[config.mk]
export PLATFORM = sky130hd
export DESIGN_NAME = switch_control
export DESIGN_NICKNAME = d
export VERILOG_FILES = /design/src/rtl/switch_control_pkg.sv /design/src/rtl/switch_control_rr_pick.sv /design/src/rtl/switch_control.sv
export SDC_FILE = /design/constraint.sdc
export NUM_CORES = 1
export LEC_CHECK = 0
export BUFFER_PORTS_ARGS = -buffer_cell sky130_fd_sc_hd__buf_2
export CAP_MARGIN = 5
export CELL_PAD_IN_SITES_DETAIL_PLACEMENT = 0
export CELL_PAD_IN_SITES_GLOBAL_PLACEMENT = 2
export CORE_UTILIZATION = 29
export CTS_CLUSTER_SIZE = 16
export DETAILED_ROUTE_END_ITERATION = 10
export GPL_ROUTABILITY_DRIVEN = 0
export PLACE_DENSITY = 0.9
export RECOVER_POWER = 100
export SLEW_MARGIN = 30
export SYNTH_ARGS = -nofsm -noshare
export SYNTH_HDL_FRONTEND = slang
export SYNTH_SLANG_ARGS = --single-unit
export TNS_END_PERCENT = 50
[constraint.sdc]
create_clock -name clock -period 5 [get_ports clock]
set_input_delay 1 -clock clock [delete_from_list [all_inputs] [get_ports clock]]
set_output_delay 1 -clock clock [all_outputs]
set_load 0.01 [all_outputs]
[src/rtl/switch_control_pkg.sv]
// Shared definitions for the Phoenix NoC router connection allocator.
//   NPORT       : number of router ports (fixed at 5)
//   EAST..LOCAL : port indices used for routing and crossbar selects
//   state_t     : allocator FSM encoding
//   next_port   : wrap-around increment over the port indices
package switch_control_pkg;

  localparam int NPORT = 5;
  localparam int IDX_W = 3;

  localparam logic [IDX_W-1:0] EAST  = 3'd0;
  localparam logic [IDX_W-1:0] WEST  = 3'd1;
  localparam logic [IDX_W-1:0] NORTH = 3'd2;
  localparam logic [IDX_W-1:0] SOUTH = 3'd3;
  localparam logic [IDX_W-1:0] LOCAL = 3'd4;

  typedef enum logic [2:0] {
    S_IDLE  = 3'd0,
    S_ARB   = 3'd1,
    S_ROUTE = 3'd2,
    S_GRANT = 3'd3,
    S_WAIT  = 3'd4
  } state_t;

  function automatic logic [IDX_W-1:0] next_port(input logic [IDX_W-1:0] p);
    return (p >= 3'(NPORT - 1)) ? 3'd0 : p + 3'd1;
  endfunction

endpackage

[src/rtl/switch_control_rr_pick.sv]
// switch_rr_pick: combinational rotating-priority search.
// Ports:
//   req   in  NPORT  request vector
//   last  in  3      index served last; search starts at last+1 and wraps
//   found out 1      at least one request present
//   idx   out 3      first requesting index after last (equals last when none)
module switch_rr_pick
  import switch_control_pkg::*;
(
  input  logic [NPORT-1:0] req,
  input  logic [IDX_W-1:0] last,
  output logic             found,
  output logic [IDX_W-1:0] idx
);

  logic [IDX_W-1:0] cand;

  always_comb begin
    found = 1'b0;
    idx   = last;
    cand  = last;
    // Visiting last+1 .. last (wrapped) gives the lowest priority to the
    // input that was served most recently.
    for (int k = 0; k < NPORT; k++) begin
      cand = next_port(cand);
      if (!found && req[cand]) begin
        found = 1'b1;
        idx   = cand;
      end
    end
  end

endmodule

[src/rtl/switch_control.sv]
// switch_control: per-router connection allocator for the Phoenix NoC router.
// Detects header flits, picks one requesting input round-robin, XY-routes it,
// reserves the output in the connection table and drives the crossbar selects.
// Connections are released as soon as an input drops its sender flag.
//
// Optional feature macro: SWITCH_CTRL_TIMEOUT_EN
//   defined   : a blocked request gives up after TIMEOUT cycles in S_WAIT so
//               other inputs can be served (8-bit wait counter).
//   undefined : a blocked request waits until its output frees.
//
// Ports:
//   clock    in   1                  rising-edge clock
//   reset    in   1                  synchronous, active-high
//   address  in   2*ADDR_W           this router's {X,Y}
//   h        in   NPORT              header flit waiting on input i
//   data_in  in   NPORT*FLIT_WIDTH   head flit of each input
//   sender   in   NPORT              input i still transferring its packet
//   ack_h    out  NPORT              one-cycle pulse: header of input i accepted
//   free     out  NPORT              output o unallocated
//   mux_in   out  NPORT*3            per output: selected input index
//   mux_out  out  NPORT*3            per input: allocated output index
module switch_control
  import switch_control_pkg::*;
#(
  parameter int FLIT_WIDTH = 16,
  parameter int ADDR_W     = 4,
  parameter int TIMEOUT    = 16
) (
  input  logic                        clock,
  input  logic                        reset,
  input  logic [2*ADDR_W-1:0]         address,
  input  logic [NPORT-1:0]            h,
  input  logic [NPORT*FLIT_WIDTH-1:0] data_in,
  input  logic [NPORT-1:0]            sender,
  output logic [NPORT-1:0]            ack_h,
  output logic [NPORT-1:0]            free,
  output logic [NPORT*IDX_W-1:0]      mux_in,
  output logic [NPORT*IDX_W-1:0]      mux_out
);

  state_t              state;
  logic [IDX_W-1:0]    rr;
  logic [IDX_W-1:0]    sel;
  logic [IDX_W-1:0]    target;
  logic [2*ADDR_W-1:0] hdr_addr;
  logic [NPORT-1:0]    connected;
  logic [NPORT-1:0]    ack_q;
  logic [NPORT-1:0]    free_q;
  logic [IDX_W-1:0]    mux_in_q  [NPORT];
  logic [IDX_W-1:0]    mux_out_q [NPORT];
  logic [2*ADDR_W-1:0] flit_addr [NPORT];

  logic [NPORT-1:0]    eligible;
  logic                pick_found;
  logic [IDX_W-1:0]    pick_idx;

`ifdef SWITCH_CTRL_TIMEOUT_EN
  logic [7:0]          wait_cnt;
`else
  localparam int unused_timeout = TIMEOUT;
`endif

  // Only the target-address field of the head flit matters for routing.
  logic unused_data;
  assign unused_data = ^data_in;

  for (genvar i = 0; i < NPORT; i++) begin : g_port
    assign flit_addr[i]            = data_in[i*FLIT_WIDTH +: 2*ADDR_W];
    assign mux_in[i*IDX_W +: IDX_W]  = mux_in_q[i];
    assign mux_out[i*IDX_W +: IDX_W] = mux_out_q[i];
  end

  assign ack_h    = ack_q;
  assign free     = free_q;
  assign eligible = h & ~connected;

  switch_rr_pick u_pick (
    .req   (eligible),
    .last  (rr),
    .found (pick_found),
    .idx   (pick_idx)
  );

  // XY routing: resolve X first, then Y; unsigned coordinate compares.
  function automatic logic [IDX_W-1:0] xy_route(input logic [2*ADDR_W-1:0] here,
                                                input logic [2*ADDR_W-1:0] dest);
    logic [ADDR_W-1:0] lx, ly, tx, ty;
    lx = here[2*ADDR_W-1:ADDR_W];
    ly = here[ADDR_W-1:0];
    tx = dest[2*ADDR_W-1:ADDR_W];
    ty = dest[ADDR_W-1:0];
    if (tx > lx)      return EAST;
    else if (tx < lx) return WEST;
    else if (ty > ly) return NORTH;
    else if (ty < ly) return SOUTH;
    else              return LOCAL;
  endfunction

  always_ff @(posedge clock) begin
    if (reset) begin
      state     <= S_IDLE;
      rr        <= LOCAL;
      sel       <= '0;
      target    <= '0;
      hdr_addr  <= '0;
      connected <= '0;
      ack_q     <= '0;
      free_q    <= '1;
      for (int i = 0; i < NPORT; i++) begin
        mux_in_q[i]  <= '0;
        mux_out_q[i] <= '0;
      end
`ifdef SWITCH_CTRL_TIMEOUT_EN
      wait_cnt  <= '0;
`endif
    end else begin
      ack_q <= '0;

      // Release: only allocated outputs are freed here, and a grant only
      // claims an output that is currently free, so the two never collide.
      for (int i = 0; i < NPORT; i++) begin
        if (connected[i] && !sender[i]) begin
          free_q[mux_out_q[i]] <= 1'b1;
          connected[i]         <= 1'b0;
        end
      end

      case (state)
        S_IDLE: begin
          if (|eligible) state <= S_ARB;
        end

        // ---- arbitration -> route ----
        S_ARB: begin
          if (pick_found) begin
            sel      <= pick_idx;
            hdr_addr <= flit_addr[pick_idx];
            state    <= S_ROUTE;
          end else begin
            state <= S_IDLE;
          end
        end

        // ---- route -> grant ----
        S_ROUTE: begin
          target <= xy_route(address, hdr_addr);
          state  <= S_GRANT;
        end

        // ---- grant / wait ----
        // The registered free value is tested, so an output released this
        // edge is granted one edge later.
        S_GRANT, S_WAIT: begin
          if (free_q[target]) begin
            free_q[target]   <= 1'b0;
            mux_in_q[target] <= sel;
            mux_out_q[sel]   <= target;
            connected[sel]   <= 1'b1;
            ack_q[sel]       <= 1'b1;
            rr               <= sel;
            state            <= S_IDLE;
          end else if (state == S_GRANT) begin
            state <= S_WAIT;
`ifdef SWITCH_CTRL_TIMEOUT_EN
            wait_cnt <= '0;
          end else if (wait_cnt == 8'(TIMEOUT - 1)) begin
            // Give up; moving rr past sel lets the next input be considered.
            rr    <= sel;
            state <= S_IDLE;
          end else begin
            wait_cnt <= wait_cnt + 8'd1;
`endif
          end
        end

        default: state <= S_IDLE;
      endcase
    end
  end

endmodule

Word-level counts from Yosys, hierarchy flattened
Memory sizes are Yosys's and may differ from the RTL's.
Cells that the tools add are included.
{"block": "op_classes", "n_addsub": 5, "n_lt_le_gt_ge": 29, "eq_ne": 6, "mux": 89, "n_bitwise": 13, "n_reduce_logical": 34}
{"op": "5-bit 2-to-1 mux", "count": 14}
{"op": "3-bit 2-to-1 mux", "count": 21}
{"op": "3-bit by 4-bit < comparator with 1-bit output (second input constant)", "count": 12}
{"op": "1-bit 2-to-1 mux", "count": 36}
{"op": "5-bit OR", "count": 6}
{"op": "8-bit binary-select mux with 3-bit select", "count": 1}
{"op": "1-bit demux with 3-bit select", "count": 7}
{"op": "3-bit by 1-bit >= comparator with 1-bit output (second input constant)", "count": 7}
{"op": "1-bit binary-select mux with 3-bit select", "count": 6}
{"op": "1-bit logical AND", "count": 16}
{"op": "8-bit 2-to-1 mux", "count": 2}
{"op": "3-bit by 1-bit adder with 3-bit output (second input constant)", "count": 5}
{"op": "3-bit >= comparator (second input constant)", "count": 5}
{"op": "3-bit one-hot mux with 4 select lines", "count": 1}
{"op": "5-bit AND", "count": 2}
{"op": "5-bit NOT", "count": 2}
{"op": "1-bit zero test", "count": 9}
{"op": "3-bit OR reduction", "count": 3}
{"op": "4-bit greater-than comparator", "count": 2}
{"op": "4-bit < comparator", "count": 2}
{"op": "3-bit by 2-bit equality test with 1-bit output (second input constant)", "count": 2}
{"op": "2-bit AND reduction", "count": 3}
{"op": "5-bit OR reduction", "count": 1}
{"op": "4-bit >= comparator (second input constant)", "count": 1}
{"op": "9 further kinds", "count": 10}
{"block": "word_totals", "register_bits": 35, "ram_bits": 30, "in_bits": 100, "word_cells": 186, "memories": 2}
{"name": "mux_in_q", "words": 5, "width": 3, "rd": 5, "rd_ports_with_merged_regs": 0, "write_ports": 5, "line": "switch_control.sv:49", "rtl": "logic [IDX_W-1:0] mux_in_q [NPORT];"}
{"name": "mux_out_q", "words": 5, "width": 3, "rd": 5, "rd_ports_with_merged_regs": 0, "write_ports": 5, "line": "switch_control.sv:50", "rtl": "logic [IDX_W-1:0] mux_out_q [NPORT];"}

Depth between registers and ports, before layout
An unclocked memory read counts as a cell.
{"block": "depth", "depth_word": 23, "ltp_mapped": 18, "depth_no_buf": 14}

Modules after synthesis
From an unflattened synthesis, not the netlist that was laid out.
{"block": "unflattened", "cells_unflattened": 436, "area_unflattened_um2": 4169.0}
{"module": "switch_control", "instances": 1, "cells_per_inst": 325, "area_per_inst_um2": 3445.8, "seq_area_each_um2": 1601.5}
{"module": "switch_rr_pick", "instances": 1, "cells_per_inst": 111, "area_per_inst_um2": 723.2, "seq_area_each_um2": 0.0}

Worst setup path after synthesis
Ideal clock, no wire load.
{"block": "synth_timing", "path_kind": "register to register", "from": "reg rr[1]", "to": "reg hdr_addr[3]", "t_arrival_ps": 3705, "slack_ps": 1179, "path_stages_with_launch": 16, "cell_sequence": "dfxtp_1 -> ha_1 -> nor2b_2 -> nor2_1 -> inv_1 -> ha_1 -> and4bb_1 -> nor4b_4 -> o221ai_1 -> or3_4 -> mux2_4 -> and2_4 -> buf_6 -> buf_6 -> a211o_1 -> and3_1"}
{"block": "synth_between", "elab_chain_len": 21, "elab_cells_between_ends": 48, "cone_classes": "5 x add/sub; 5 x order compare; 28 x mux; 1 x bitwise; 9 x reduce/logical"}
{"element": "from (decl)", "line": "switch_control.sv:42", "rtl": "logic [IDX_W-1:0] rr;"}
{"element": "from (signal assigned)", "line": "switch_control.sv:160", "rtl": "rr <= sel;"}
{"element": "branches (longest 21 deep; another with 3-bit by 1-bit adder with 3-bit output)"}
{"element": "to (signal assigned)", "line": "switch_control.sv:137", "rtl": "hdr_addr <= flit_addr[pick_idx];"}
{"element": "to (decl)", "line": "switch_control.sv:45", "rtl": "logic [2*ADDR_W-1:0] hdr_addr;"}
Several ways; the timed one is not identified. The select of a mux whose other input is x is not followed.
A chain may end at the register's enable or synchronous reset.

Worst setup path after layout
{"block": "layout_timing", "from": "reg rr[2]", "to": "reg hdr_addr[5]"}
The elaborated chain is that of the path after synthesis.

==> results.toml <==
[timing]
report.final.setup_viol = 0
max_freq_mhz = 237
slew_headroom_pct = 21.2
grt_setup_unrepaired = "no"
hold_violations = 0
min_period_ps = 4220
tightestPinTransition_ps = 1180
fin_crit_sh_pct = 84.4
timing.hold.ws_ps = 541
maxSlewViolCount = 0
final.setup.tns_ps = 0
fin_skew_ps = 9.38

[yosys]
ys_async_sr_fraction_pct = 0
synth_seq_cells = 65
ys_warn_count = 0
synth_cell_types = 73
synth_area_um2 = 4080
synth.avg_cell_area_um2 = 9.11
ys_seq_area_share_pct = 39.2
synth_ff_type = "dfxtp_1"
syn_inst = 448
synth_edf_count = 30
synth_nets = 559

[clocking]
cts_sinks = 65
cts_resized = 0
clk_latency_ps = 320
cts_root_buf = "clkbuf_16"
cts_made_buffers = 9
h-tree-depth = 3
cts_setup_buffers = 0
clock_path_buffers = 2
cts_tree = "built"
hold_buffers = 0
path_clk_slew_ps = 50

[grt]
track_usage_pct = 15.9
grt_max_degree = 27
grt_antenna_before_repair = 0
grt_pass1_wl_um = 18100
overflow = 0
grt_pass1_vias = 3647

[status]
status = "finished clean"

[critical_path]
path_depth = 12
critical_path_required_ps = 5220
crit_path_cell_trace = "or2_2 -> inv_1 -> ha_1 -> and4bb_1 -> nor4b_4 -> o21ai_0 -> a221oi_1 -> or3_1 -> mux2_4 -> and2_4 -> a211o_1 -> and3b_1"
crit_arrival_ps = 4430
crit_buf_inv = 1
cp_max_fo = 17
cpMaxStageDelayCell = "dfxtp_1"
path_delay_family = "simple AND/OR/NAND/NOR gates"
start_kind = "flop"
end_kind = "flop"
crit_type = "flop to flop"
r2r_cells = 12
slowest_delay_ps = 590

[flow_run]
maxCapViolations = 0

[layout]
design_area_um2 = 5040
final_cell_mix = "buf_2, clkbuf_1, nor2_1, dfxtp_1, edfxtp_1"
area_growth_pct = 23.4
layout-drive-gt1-share_pct = 19.9
nNetsFinal = 654
diodes = 0
fillers = 1358
layout_commonest_cell = "buf_2"

[placement]
placed_cell_area_um2 = 4760
port_buffers = 99
dp_hpwl_um = 8660

[routing]
avgRoutedWirePerCell_um = 15.9
via_per_inst = 5.31
drt_wl_total_um = 11500
drt_pre_antenna_iters = 5
dr_total_vias = 3841
drc = 0
ant_nets = 0
drt_iter0_markers = 315

[pwr]
leakage_nw = 1.93
ir_drop_uv = 149
p_per_area_nw_per_um2 = 307

[floorplan]
fp.dieH_um = 121
die_x_um = 121
rows = 42
io_pins = 140
dieArea_um2 = 14600
start_util_pct = 30.2
coreArea_um2 = 13500

[worst_hold_path]
hold_path.class = "flop to flop"
hold_depth = 1
sequential cells by signal, indices dropped and copies added (netlist names):
signal / count
rr: 3
sel: 3
mux_out_q: 15
free: 5
connected: 5
mux_in_q: 15
state: 3
hdr_addr: 8
ack_h: 5
target: 3
path summary, 6_finish.rpt:
check                     from           end  slack, ps
setup / recovery         rr[2]   hdr_addr[5]        780
hold reg to reg   connected[4]  connected[4]        540
setup reg to reg         rr[2]   hdr_addr[5]        780
hold / removal    connected[4]  connected[4]        540
logic make-up (layout without fill, tap and decap cells):
logic type,after synthesis,after routing,synth area share [%]
DFF,65,65,39.2
AOI/OAI and AO/OA,115,115,21.0
buffers and inverters,46,146,4.75
muxes,10,10,2.94
adders and majority gates,11,11,3.37
and+or+nand+nor,201,201,28.7
layout make-up:
cell class | instances | area [µm²] | share of cell area [%]
Sequential cell | 65 | 1600 | 31.8
Clock inverter | 4 | 71.3 | 1.42
Multi-Input combinational cell | 337 | 2270 | 45.2
Timing Repair Buffer | 109 | 512 | 10.2
Clock buffer | 12 | 278 | 5.52
Tap cell | 176 | 220 | 4.37
Inverter | 21 | 78.8 | 1.57
metrics by stage:
step / cells / worst slack (ps) / total power, mW / utilization (%)
6_report: 724 / 782 / 1.54 / 37.3
3_5_place_dp: 708 / 827 / 0.848 / 35.2
4_1_cts: 724 / 969 / 1.56 / 37.8
3_3_place_gp: 708 / 912 / 0.842 / 35.2
2_1_floorplan: 448 / 1180 / 0.769 / -
5_1_grt: 724 / 396 / 1.60 / 37.3
metal layers:
metal / routed length, µm / share of wire, % / vias up / GRT usage (%)
li1: - / - / 1881 / -
met1: 5070 / 44 / 1820 / 19.7
met2: 5740 / 50 / 121 / 27.3
met3: 498 / 4.3 / 19 / 2.69
met4: 230 / 2.0 / 0 / 6.48
met5: 0 / 0 / - / 0
cell usage after synthesis, types with 8 or more instances:
| library cell | instances | share of area (%) |
|---|---|---|
| or2_2 | 8 | 1.2 |
| nand2_1 | 29 | 2.7 |
| and3_1 | 9 | 1.4 |
| edfxtp_1 | 30 | 22 |
| and2_1 | 19 | 2.9 |
| a21boi_0 | 14 | 2.6 |
| nor3_1 | 19 | 2.3 |
| inv_1 | 20 | 1.8 |
| dfxtp_1 | 35 | 17 |
| nor2b_1 | 8 | 1.2 |
| a21oi_1 | 21 | 2.6 |
| clkbuf_1 | 18 | 1.7 |
| a211o_1 | 15 | 3.2 |
| nor2_1 | 35 | 3.2 |
| nor4_1 | 13 | 2.0 |
| nand2b_1 | 19 | 2.9 |
| ha_1 | 11 | 3.4 |
report_power, final:
group | switching (mW) | internal [mW] | leakage, nW
sequential | 0.0247 | 0.578 | 0.595
combinational | 0.131 | 0.100 | 1.16
clock | 0.220 | 0.492 | 0.168
total | 0.375 | 1.17 | 1.93
worst reg2reg max path, cell delays in order (launching register included):
cell      delay, ps
dfxtp_1         590
or2_2           230
inv_1           100
ha_1            440
and4bb_1        280
nor4b_4         390
o21ai_0         170
a221oi_1        520
or3_1           260
mux2_4          390
and2_4          250
a211o_1         310
and3b_1         180
Note: power is estimated with default switching activity, not from simulation.
